File: config.mk
export PLATFORM = sky130hd
export DESIGN_NAME = io_axil_bridge
export DESIGN_NICKNAME = d
export VERILOG_FILES = /design/src/rtl/io_axil_bridge_pkg.sv /design/src/rtl/io_axil_bridge.sv
export SDC_FILE = /design/constraint.sdc
export NUM_CORES = 1
export LEC_CHECK = 0
export ABC_CLOCK_PERIOD_IN_PS = 5300
export CAP_MARGIN = 10
export CORE_MARGIN = 5
export CORE_UTILIZATION = 25
export CTS_BUF_LIST = sky130_fd_sc_hd__clkbuf_16
export CTS_CLUSTER_DIAMETER = 80
export DETAILED_ROUTE_END_ITERATION = 6
export DONT_BUFFER_PORTS = 1
export GPL_TIMING_DRIVEN = 0
export SLEW_MARGIN = 5
export SYNTH_ARGS = -nofsm -noshare
export SYNTH_HDL_FRONTEND = slang
export SYNTH_SLANG_ARGS = --single-unit
File: constraint.sdc
create_clock -name clk -period 5.3 [get_ports clk]
set_clock_uncertainty 0.2 [all_clocks]
set_input_delay 1.06 -clock clk [delete_from_list [all_inputs] [get_ports clk]]
set_output_delay 1.06 -clock clk [all_outputs]
set_load 0.005 [all_outputs]
File: src/rtl/io_axil_bridge_pkg.sv
// ---------------------------------------------------------------------------
// io_axil_bridge_pkg
//   Shared AXI4-Lite definitions for the IO-bus to AXI4-Lite bridge:
//   response codes, bridge FSM state encodings, the default protection
//   value and a response classification helper.
// ---------------------------------------------------------------------------
package io_axil_bridge_pkg;

  localparam logic [1:0] RESP_OKAY   = 2'b00;
  localparam logic [1:0] RESP_EXOKAY = 2'b01;
  localparam logic [1:0] RESP_SLVERR = 2'b10;
  localparam logic [1:0] RESP_DECERR = 2'b11;

  localparam logic [2:0] ST_IDLE  = 3'd0;
  localparam logic [2:0] ST_WRITE = 3'd1;
  localparam logic [2:0] ST_WRESP = 3'd2;
  localparam logic [2:0] ST_READ  = 3'd3;
  localparam logic [2:0] ST_RRESP = 3'd4;

  localparam logic [2:0] PROT_DEFAULT = 3'b000;

  // Anything other than OKAY (including EXOKAY, which a non-exclusive
  // access should never see) is treated as an error.
  function automatic logic resp_is_err(input logic [1:0] resp);
    return resp != RESP_OKAY;
  endfunction

endpackage

File: src/rtl/io_axil_bridge.sv
// ---------------------------------------------------------------------------
// io_axil_bridge
//   Converts the soft CPU's single-beat IO bus into an AXI4-Lite master.
//   One transaction in flight. AW and W are driven independently and each
//   drops the cycle after its own handshake. Non-OKAY responses and watchdog
//   expiry raise a sticky error flag and capture the first failing address;
//   a strobe arriving while busy is discarded and flagged as an overrun.
//
// Ports
//   clk, rst_n                 clock, asynchronous active-low reset
//   io_addr_strobe             1-cycle request pulse
//   io_read_strobe/_write_     request type (exactly one must be set)
//   io_addr, io_byte_enable,   request address, write strobes, write data
//   io_write_data
//   io_read_data, io_ready     read data and 1-cycle completion pulse
//   m_aw*, m_w*, m_b*          AXI4-Lite write address / data / response
//   m_ar*, m_r*                AXI4-Lite read address / data
//   err_flag, err_addr         sticky error flag, address of first error
//   overrun_flag               sticky "strobe while busy" flag
//   err_clear                  clears err_flag and overrun_flag
// ---------------------------------------------------------------------------
module io_axil_bridge
  import io_axil_bridge_pkg::*;
#(
  parameter int          ADDR_WIDTH     = 32,
  parameter int          TIMEOUT_CYCLES = 1024,
  parameter logic [31:0] TIMEOUT_DATA   = 32'hDEADBEEF
) (
  input  logic                  clk,
  input  logic                  rst_n,
  input  logic                  io_addr_strobe,
  input  logic                  io_read_strobe,
  input  logic                  io_write_strobe,
  input  logic [31:0]           io_addr,
  input  logic [3:0]            io_byte_enable,
  input  logic [31:0]           io_write_data,
  output logic [31:0]           io_read_data,
  output logic                  io_ready,
  output logic                  m_awvalid,
  input  logic                  m_awready,
  output logic [ADDR_WIDTH-1:0] m_awaddr,
  output logic [2:0]            m_awprot,
  output logic                  m_wvalid,
  input  logic                  m_wready,
  output logic [31:0]           m_wdata,
  output logic [3:0]            m_wstrb,
  input  logic                  m_bvalid,
  output logic                  m_bready,
  input  logic [1:0]            m_bresp,
  output logic                  m_arvalid,
  input  logic                  m_arready,
  output logic [ADDR_WIDTH-1:0] m_araddr,
  output logic [2:0]            m_arprot,
  input  logic                  m_rvalid,
  output logic                  m_rready,
  input  logic [31:0]           m_rdata,
  input  logic [1:0]            m_rresp,
  output logic                  err_flag,
  output logic [31:0]           err_addr,
  output logic                  overrun_flag,
  input  logic                  err_clear
);

  // The timer holds "cycles since the request" and fires one cycle early so
  // that io_ready lands exactly TIMEOUT_CYCLES after the strobe.
  localparam int TMR_W      = (TIMEOUT_CYCLES < 2) ? 2 : $clog2(TIMEOUT_CYCLES + 1);
  localparam int TMR_LAST_I = (TIMEOUT_CYCLES < 2) ? 1 : TIMEOUT_CYCLES - 1;
  localparam logic [TMR_W-1:0] TMR_LAST = TMR_LAST_I[TMR_W-1:0];
  localparam bit WDOG_EN    = (TIMEOUT_CYCLES != 0);

  logic [2:0]       state;
  logic [31:0]      req_addr;
  logic [31:0]      wdata_q;
  logic [3:0]       wstrb_q;
  logic [TMR_W-1:0] timer;

  logic req_wr, req_rd, busy;
  logic b_done, r_done, timeout;
  logic err_set, overrun_set;

  // Requests with both or neither type bit set are dropped silently.
  assign req_wr  = io_addr_strobe &  io_write_strobe & ~io_read_strobe;
  assign req_rd  = io_addr_strobe &  io_read_strobe  & ~io_write_strobe;
  assign busy    = (state != ST_IDLE);
  assign b_done  = (state == ST_WRESP) & m_bvalid;
  assign r_done  = (state == ST_RRESP) & m_rvalid;

  // A response landing on the expiry cycle completes normally.
  assign timeout = WDOG_EN & busy & ~b_done & ~r_done & (timer == TMR_LAST);

  assign err_set = (b_done & resp_is_err(m_bresp))
                 | (r_done & resp_is_err(m_rresp))
                 | timeout;
  assign overrun_set = io_addr_strobe & busy;

  assign m_awaddr = req_addr[ADDR_WIDTH-1:0];
  assign m_araddr = req_addr[ADDR_WIDTH-1:0];
  assign m_wdata  = wdata_q;
  assign m_wstrb  = wstrb_q;
  assign m_awprot = PROT_DEFAULT;
  assign m_arprot = PROT_DEFAULT;

  always_ff @(posedge clk or negedge rst_n) begin
    if (!rst_n) begin
      state        <= ST_IDLE;
      req_addr     <= '0;
      wdata_q      <= '0;
      wstrb_q      <= '0;
      timer        <= '0;
      m_awvalid    <= 1'b0;
      m_wvalid     <= 1'b0;
      m_bready     <= 1'b0;
      m_arvalid    <= 1'b0;
      m_rready     <= 1'b0;
      io_ready     <= 1'b0;
      io_read_data <= '0;
    end else begin
      io_ready <= 1'b0;
      if (busy) timer <= timer + TMR_W'(1);

      case (state)
        ST_IDLE: begin
          if (req_wr) begin
            state     <= ST_WRITE;
            m_awvalid <= 1'b1;
            m_wvalid  <= 1'b1;
            req_addr  <= io_addr;
            wdata_q   <= io_write_data;
            wstrb_q   <= io_byte_enable;
            timer     <= TMR_W'(1);
          end else if (req_rd) begin
            state     <= ST_READ;
            m_arvalid <= 1'b1;
            req_addr  <= io_addr;
            timer     <= TMR_W'(1);
          end
        end
        ST_WRITE: begin
          // Each channel retires on its own handshake; a channel already
          // retired has its valid low and counts as done.
          if (m_awready) m_awvalid <= 1'b0;
          if (m_wready)  m_wvalid  <= 1'b0;
          if ((!m_awvalid || m_awready) && (!m_wvalid || m_wready)) begin
            state    <= ST_WRESP;
            m_bready <= 1'b1;
          end
        end
        ST_WRESP: begin
          if (m_bvalid) begin
            m_bready <= 1'b0;
            io_ready <= 1'b1;
            state    <= ST_IDLE;
          end
        end
        ST_READ: begin
          if (m_arready) begin
            m_arvalid <= 1'b0;
            m_rready  <= 1'b1;
            state     <= ST_RRESP;
          end
        end
        ST_RRESP: begin
          if (m_rvalid) begin
            m_rready     <= 1'b0;
            io_read_data <= resp_is_err(m_rresp) ? TIMEOUT_DATA : m_rdata;
            io_ready     <= 1'b1;
            state        <= ST_IDLE;
          end
        end
        default: state <= ST_IDLE;
      endcase

      // Forced completion: abandon the AXI transaction outright. Any late
      // response from the slave is simply ignored.
      if (timeout) begin
        m_awvalid    <= 1'b0;
        m_wvalid     <= 1'b0;
        m_bready     <= 1'b0;
        m_arvalid    <= 1'b0;
        m_rready     <= 1'b0;
        io_ready     <= 1'b1;
        io_read_data <= TIMEOUT_DATA;
        state        <= ST_IDLE;
      end
    end
  end

  // Sticky status; a new event in the same cycle as err_clear wins.
  always_ff @(posedge clk or negedge rst_n) begin
    if (!rst_n) begin
      err_flag     <= 1'b0;
      err_addr     <= '0;
      overrun_flag <= 1'b0;
    end else begin
      if (err_set)        err_flag <= 1'b1;
      else if (err_clear) err_flag <= 1'b0;

      if (err_set && !err_flag) err_addr <= req_addr;

      if (overrun_set)    overrun_flag <= 1'b1;
      else if (err_clear) overrun_flag <= 1'b0;
    end
  end

endmodule

==> results of run 1 <==
[worst paths after layout]
kind                       cells after the start  slack [ns]  startpoint          endpoint
setup reg to reg                               6        2.74    state[0]      err_addr[16]
max in group asynchronous                      0        4.60       rst_n  io_read_data[14]
hold / removal                                 0        0.14       rst_n        m_wdata[5]
setup / recovery                               6        2.74    state[0]      err_addr[16]
hold reg to reg                                1        0.31    timer[2]          timer[2]
min in group clk                               1        0.31    timer[2]          timer[2]
[cells in the mapped netlist (5+ instances only)]
master,instances,area [um2]
buf_2,5,25.0
mux2_2,70,788
buf_6,7,78.8
nand2_1,11,41.3
mux2_4,30,450
nor2_1,19,71.3
dfrtp_1,154,3850
o22a_1,24,210
a22o_1,9,78.8
buf_4,42,315
o21ai_0,8,40.0
[cells by family after synthesis]
| logic type | Yosys count |
|---|---|
| flops | 154 |
| mux | 102 |
| simple gates | 62 |
| fa+ha+maj | 1 |
| xor+xnor | 6 |
| other cells | 1 |
| buf+inv | 60 |
| compound gates | 58 |
[area by class of cell]
type	instances	area [um2]	share of cell area, %
tap	330	413	5.52
clock buffer	17	425	5.69
multi-input combinational	235	2190	29.2
timing repair buffer	1	5.00	0.0669
buffer	58	434	5.80
sequential	154	3850	51.5
clock inverter	15	155	2.07
inverter	2	7.51	0.100
[cells in the final DEF, fill, tap and decap left out, types with 2 or more instances in the layout]
cell type	Yosys	layout
inv_1	2	2
nand4_1	4	4
xnor2_1	3	3
clkbuf_1	4	4
o22a_1	24	24
a31oi_1	2	2
inv_6	0	6
mux2_4	30	30
clkinv_4	0	3
buf_6	7	7
dfrtp_1	154	154
nand3b_1	2	2
and2b_2	2	2
nand2_1	11	11
inv_8	0	3
nor3_2	2	2
a22o_1	9	9
a21oi_1	4	4
and3_1	4	4
clkbuf_16	0	17
nor2_1	19	19
xor2_1	3	3
mux2_2	70	70
nand3_1	2	2
nor4_1	3	3
conb_1	1	6
buf_4	42	42
nand2b_1	3	3
a311oi_1	2	2
buf_2	5	6
nor3_1	4	4
o21ai_0	8	8
[power breakdown]
part	internal [mW]	switching [mW]
clock network	0.667	0.548
registers	1.73	0.560
logic	0.775	0.417
total	3.17	1.52
[stage by stage]
stage	setup slack [ns]	total power, mW
finish	2.74	4.70
floorplan	2.68	3.15
global placement	2.40	3.47
CTS	2.70	4.79
global route	2.59	4.98
detailed placement	2.40	3.54
[critical path, delay by kind of cell, from the launching register on]
kind | cells | cell delay (ns)
simple gates | 2 | 0.71
buf+inv | 2 | 0.41
flops | 1 | 0.41
compound gates | 1 | 0.39
mux | 1 | 0.31
[metal layers]
metal  global-route usage, %  vias to the layer above  wire length, um
met5                       0                        -                0
met4                    2.58                        0              154
met3                    4.41                        7             1470
met2                    19.2                      157             8850
met1                    11.9                     1900             6020
li1                        -                     1600                -
[flip-flops by register name (all words and copies together), names as in the netlist, 3 cells and up]
name	count
m_wdata	32
m_araddr	32
m_wstrb	4
state	3
timer	11
err_addr	32
io_read_data	32
==> results.json, run 1 <==
{
  "status": "finished clean",
  "synth_edf_count": 0,
  "grt_pass1_vias": 3954,
  "ys_warn_count": 0,
  "slew_headroom_pct": 42.9,
  "synth_area_um2": 6460,
  "finalHoldViolCount": 0,
  "start_util_pct": 25.5,
  "path_clk_slew_ns": 0.07,
  "grt_max_degree": 155,
  "die_height_um": 171,
  "setup_tns_ns": 0,
  "worst-path-max-fanout": 10,
  "dieWidth_um": 171,
  "final_area_um2": 7480,
  "port_buffers": 0,
  "worst_slew_pin_slew_ns": 0.857,
  "final_core_util_pct": 29.5,
  "vias": 3664,
  "num_antenna_cells": 0,
  "async_reset_ff_share_pct": 100,
  "start_kind": "register",
  "drv_slew": 0,
  "ys.flop_type": "dfrtp_1",
  "synthToLayoutAreaGrowth_pct": 15.7,
  "wirelength_mm": 16.5,
  "postCtsHoldBufs": 0,
  "end_kind": "register",
  "drcViolationCount": 0,
  "min_path_type": "in -> async",
  "synthMuxAreaShare_pct": 19.7,
  "worstPathCellList": "buf_6 > nor3_2 > nor4_1 > a22oi_4 > buf_6 > mux2_4",
  "synthAdderAreaFrac_pct": 0.194,
  "place.gp.congestion": 0.736,
  "cts-htree-levels": 4,
  "syn_area_per_cell_um2": 14.6,
  "cp_common_cell": "buf_6",
  "numCtsBuffers": 17,
  "postRouteAntennaNets": 0,
  "fill_cells": 2523,
  "ctsRootBufferMaster": "clkbuf_16",
  "drt_first_pass_iters": 4,
  "viasPerCell": 4.51,
  "synth_top_family_by_area": "multiplexers",
  "synth_simple_gate_area_share_pct": 5.30,
  "yosysUniqueCellTypes": 46,
  "placed_cells": 779,
  "std_cell_rows": 58,
  "clockBufferDepth": 2,
  "clock-sinks": 154,
  "rsz0062_at_grt": "false",
  "cp_slowest_cell": "nor3_2",
  "cap_viol_max_count": 0,
  "routedWlPerCell_um": 20.3,
  "io_pins": 293,
  "nNetsFinal": 585,
  "drive_above_1_share_pct": 41.3,
  "required_ns": 5.39,
  "fin_cells": 812,
  "grt_pass1_wl_mm": 24.2,
  "insertion_delay_ns": 0.42,
  "powerDensity_nw_per_um2": 628,
  "fin_hold_ws_ns": 0.136,
  "synth_compound_area_share_pct": 7.53,
  "peakVddDrop_v": 0.000223,
  "postCtsSetupBuffers": 0,
  "p_leak_nw": 3.39,
  "ctsResizeCount": 0,
  "placed_area_um2": 6900,
  "synth_cells": 444,
  "dpl.hpwl_mm": 12.4,
  "yosys_register_bits": 154,
  "synth_xor_area_share_pct": 0.813,
  "grt.total_usage_pct": 10.7,
  "setup_viol_count_final": 0,
  "ys_seq_area_share_pct": 59.6,
  "final.period_utilization_pct": 48.4,
  "gr-total-overflow": 0,
  "antenna_found_initial": 0,
  "fmax_mhz": 390,
  "critPathMaxStageDelay_ns": 0.52,
  "cts_tree": "yes",
  "cp_data_arrival_time_ns": 2.66,
  "die_area_um2": 29200,
  "period_needed_ns": 2.56,
  "coreArea_um2": 25300,
  "first_iter_violations": 184,
  "critPathKind": "reg -> reg"
}
Note: power is estimated with default switching activity, not from simulation.
==> inputs of run 2 (changes only) <==
--- a/config.mk
+++ b/config.mk
@@ -5,7 +5,7 @@
 export SDC_FILE = /design/constraint.sdc
 export NUM_CORES = 1
 export LEC_CHECK = 0
-export ABC_CLOCK_PERIOD_IN_PS = 5300
+export ABC_CLOCK_PERIOD_IN_PS = 2090
 export CAP_MARGIN = 10
 export CORE_MARGIN = 5
 export CORE_UTILIZATION = 25
==> constraint.sdc (replaced) <==
create_clock -name clk -period 2.09 [get_ports clk]
set_clock_uncertainty 0.2 [all_clocks]
set_input_delay 0.418 -clock clk [delete_from_list [all_inputs] [get_ports clk]]
set_output_delay 0.418 -clock clk [all_outputs]
set_load 0.005 [all_outputs]
==> run 2 against run 1 <==
The flow now finishes with violations (negative hold slack, negative setup slack); sequential cell count unchanged; critical path depth up 1; die area unchanged; utilization up 5.4 points; critical endpoint is now err_addr[22].
==> results.json, run 2 (synthesized netlist as in run 1, its figures left out) <==
{
  "status": "finished, violations left",
  "violations": "negative hold slack, negative setup slack",
  "grt_pass1_vias": 4606,
  "worst_slew_pin_slew_ns": 0.639,
  "postRouteAntennaNets": 0,
  "viasPerCell": 4.51,
  "period_needed_ns": 2.26,
  "cp_data_arrival_time_ns": 2.35,
  "setup_tns_ns": -5.06,
  "p_leak_nw": 3.98,
  "clockBufferDepth": 2,
  "powerDensity_nw_per_um2": 1410,
  "postCtsHoldBufs": 104,
  "clock-sinks": 154,
  "rsz0062_at_grt": "true",
  "worst-path-max-fanout": 10,
  "drv_slew": 0,
  "numCtsBuffers": 17,
  "busiest_layer": "met2",
  "setup_viol_count_final": 50,
  "required_ns": 2.18,
  "post-place-ws_ns": -0.262,
  "insertion_delay_ns": 0.41,
  "nNetsFinal": 701,
  "antenna_found_initial": 0,
  "num_antenna_cells": 0,
  "place.gp.congestion": 0.723,
  "fin_hold_ws_ns": -0.503,
  "use_met3_pct": 4.34,
  "end_kind": "register",
  "placed_cells": 779,
  "grtUsageMet2_pct": 22.1,
  "drt_first_pass_iters": 4,
  "io_pins": 293,
  "cts_tree": "yes",
  "slew_headroom_pct": 57.2,
  "wirelength_mm": 18.0,
  "grt_pass1_wl_mm": 26.5,
  "start_kind": "register",
  "std_cell_rows": 58,
  "coreArea_um2": 25300,
  "cts-htree-levels": 4,
  "gr-total-overflow": 0,
  "setup_slack_ns": -0.166,
  "final.period_utilization_pct": 108,
  "fmax_mhz": 443,
  "cap_viol_max_count": 0,
  "start_util_pct": 25.5,
  "critPathKind": "reg -> reg",
  "path_clk_slew_ns": 0.06,
  "drive_above_1_share_pct": 36.1,
  "fill_cells": 2414,
  "vias": 4186,
  "dieWidth_um": 171,
  "ctsRootBufferMaster": "clkbuf_16",
  "drcViolationCount": 0,
  "layout_commonest_cell": "dfrtp_1",
  "met1_usage_pct": 11.8,
  "peakVddDrop_v": 0.000616,
  "final_area_um2": 8840,
  "grt.total_usage_pct": 11.7,
  "die_area_um2": 29200,
  "finalHoldViolCount": 154,
  "min_path_type": "in -> async",
  "routedWlPerCell_um": 19.4,
  "synthToLayoutAreaGrowth_pct": 36.8,
  "dpl.hpwl_mm": 12.5,
  "grt_max_degree": 155,
  "fin_cells": 928,
  "final_cell_mix": "153 x dfrtp_1, 104 x dlygate4sd3_1, 54 x mux2_2",
  "first_iter_violations": 174,
  "placed_area_um2": 6910,
  "die_height_um": 171,
  "port_buffers": 0
}
-- run 2: changes by cell type in the layout (fill, tap and decap cells not counted), sizes merged --
cell | previous run | this run
buf | 55 | 67
bufinv | 1 | 2
clkinv | 4 | 7
clkinvlp | 1 | 3
dlygate4sd3 | 0 | 104
inv | 11 | 5
-- run 2: repair_timing --
action,4_1_cts,5_1_grt
gates resized for setup,34,8
setup endpoints to repair,127,127
pin swaps,5,14
buffers inserted,8,7
endpoints found under the hold margin,258,154
-- run 2: layout make-up --
class | count | area [um2] | area share, %
Buffer | 58 | 485 | 5.49
Sequential cell | 154 | 3850 | 43.6
Timing Repair Buffer | 117 | 1170 | 13.2
Clock inverter | 15 | 153 | 1.73
Clock buffer | 17 | 425 | 4.81
Inverter | 2 | 7.51 | 0.0849
Multi-Input combinational cell | 235 | 2330 | 26.4
Tap cell | 330 | 413 | 4.67
-- run 2: final timing paths --
kind / start / end / slack [ns] / cells after the start
max in group asynchronous: rst_n / m_araddr[2] / 1.89 / 0
setup / recovery: state[2] / err_addr[22] / -0.17 / 7
hold / removal: rst_n / m_wdata[29] / -0.50 / 0
setup reg to reg: state[2] / err_addr[22] / -0.17 / 7
hold reg to reg: timer[0] / timer[0] / 0.32 / 1
min in group clk: io_addr_strobe / timer[1] / 0.03 / 3
-- run 2: through the flow --
step	util [%]	power (mW)	hold WS [ns]
after floorplan	-	8.02	-0.0776
after global placement	27.3	8.82	-0.0741
after detailed placement	27.3	9.00	-0.0740
after CTS	34.5	12.5	-0.534
after global routing	34.9	13.1	-0.538
final	34.9	12.5	-0.503
-- run 2: per-layer routing --
| layer | vias to the layer above | routed length [um] | part of all wire (%) |
|---|---|---|---|
| met2 | 175 | 9940 | 55 |
| li1 | 1831 | - | - |
| met3 | 27 | 1500 | 8.3 |
| met4 | 0 | 366 | 2.0 |
| met1 | 2153 | 6190 | 34 |
| met5 | - | 0 | 0 |
-- run 2: where the power goes --
part	internal (mW)	switching, mW	total, mW
sequential	4.38	1.46	5.84
combinational	2.36	1.20	3.56
clock	1.76	1.29	3.05
total	8.51	3.95	12.5
-- run 2: worst max-delay path: stages, from the launching register on --
cell	delay, ns
dfrtp_1	0.38
buf_6	0.14
nand3b_1	0.28
o32ai_4	0.39
a22oi_4	0.13
buf_12	0.16
buf_12	0.15
mux2_4	0.30
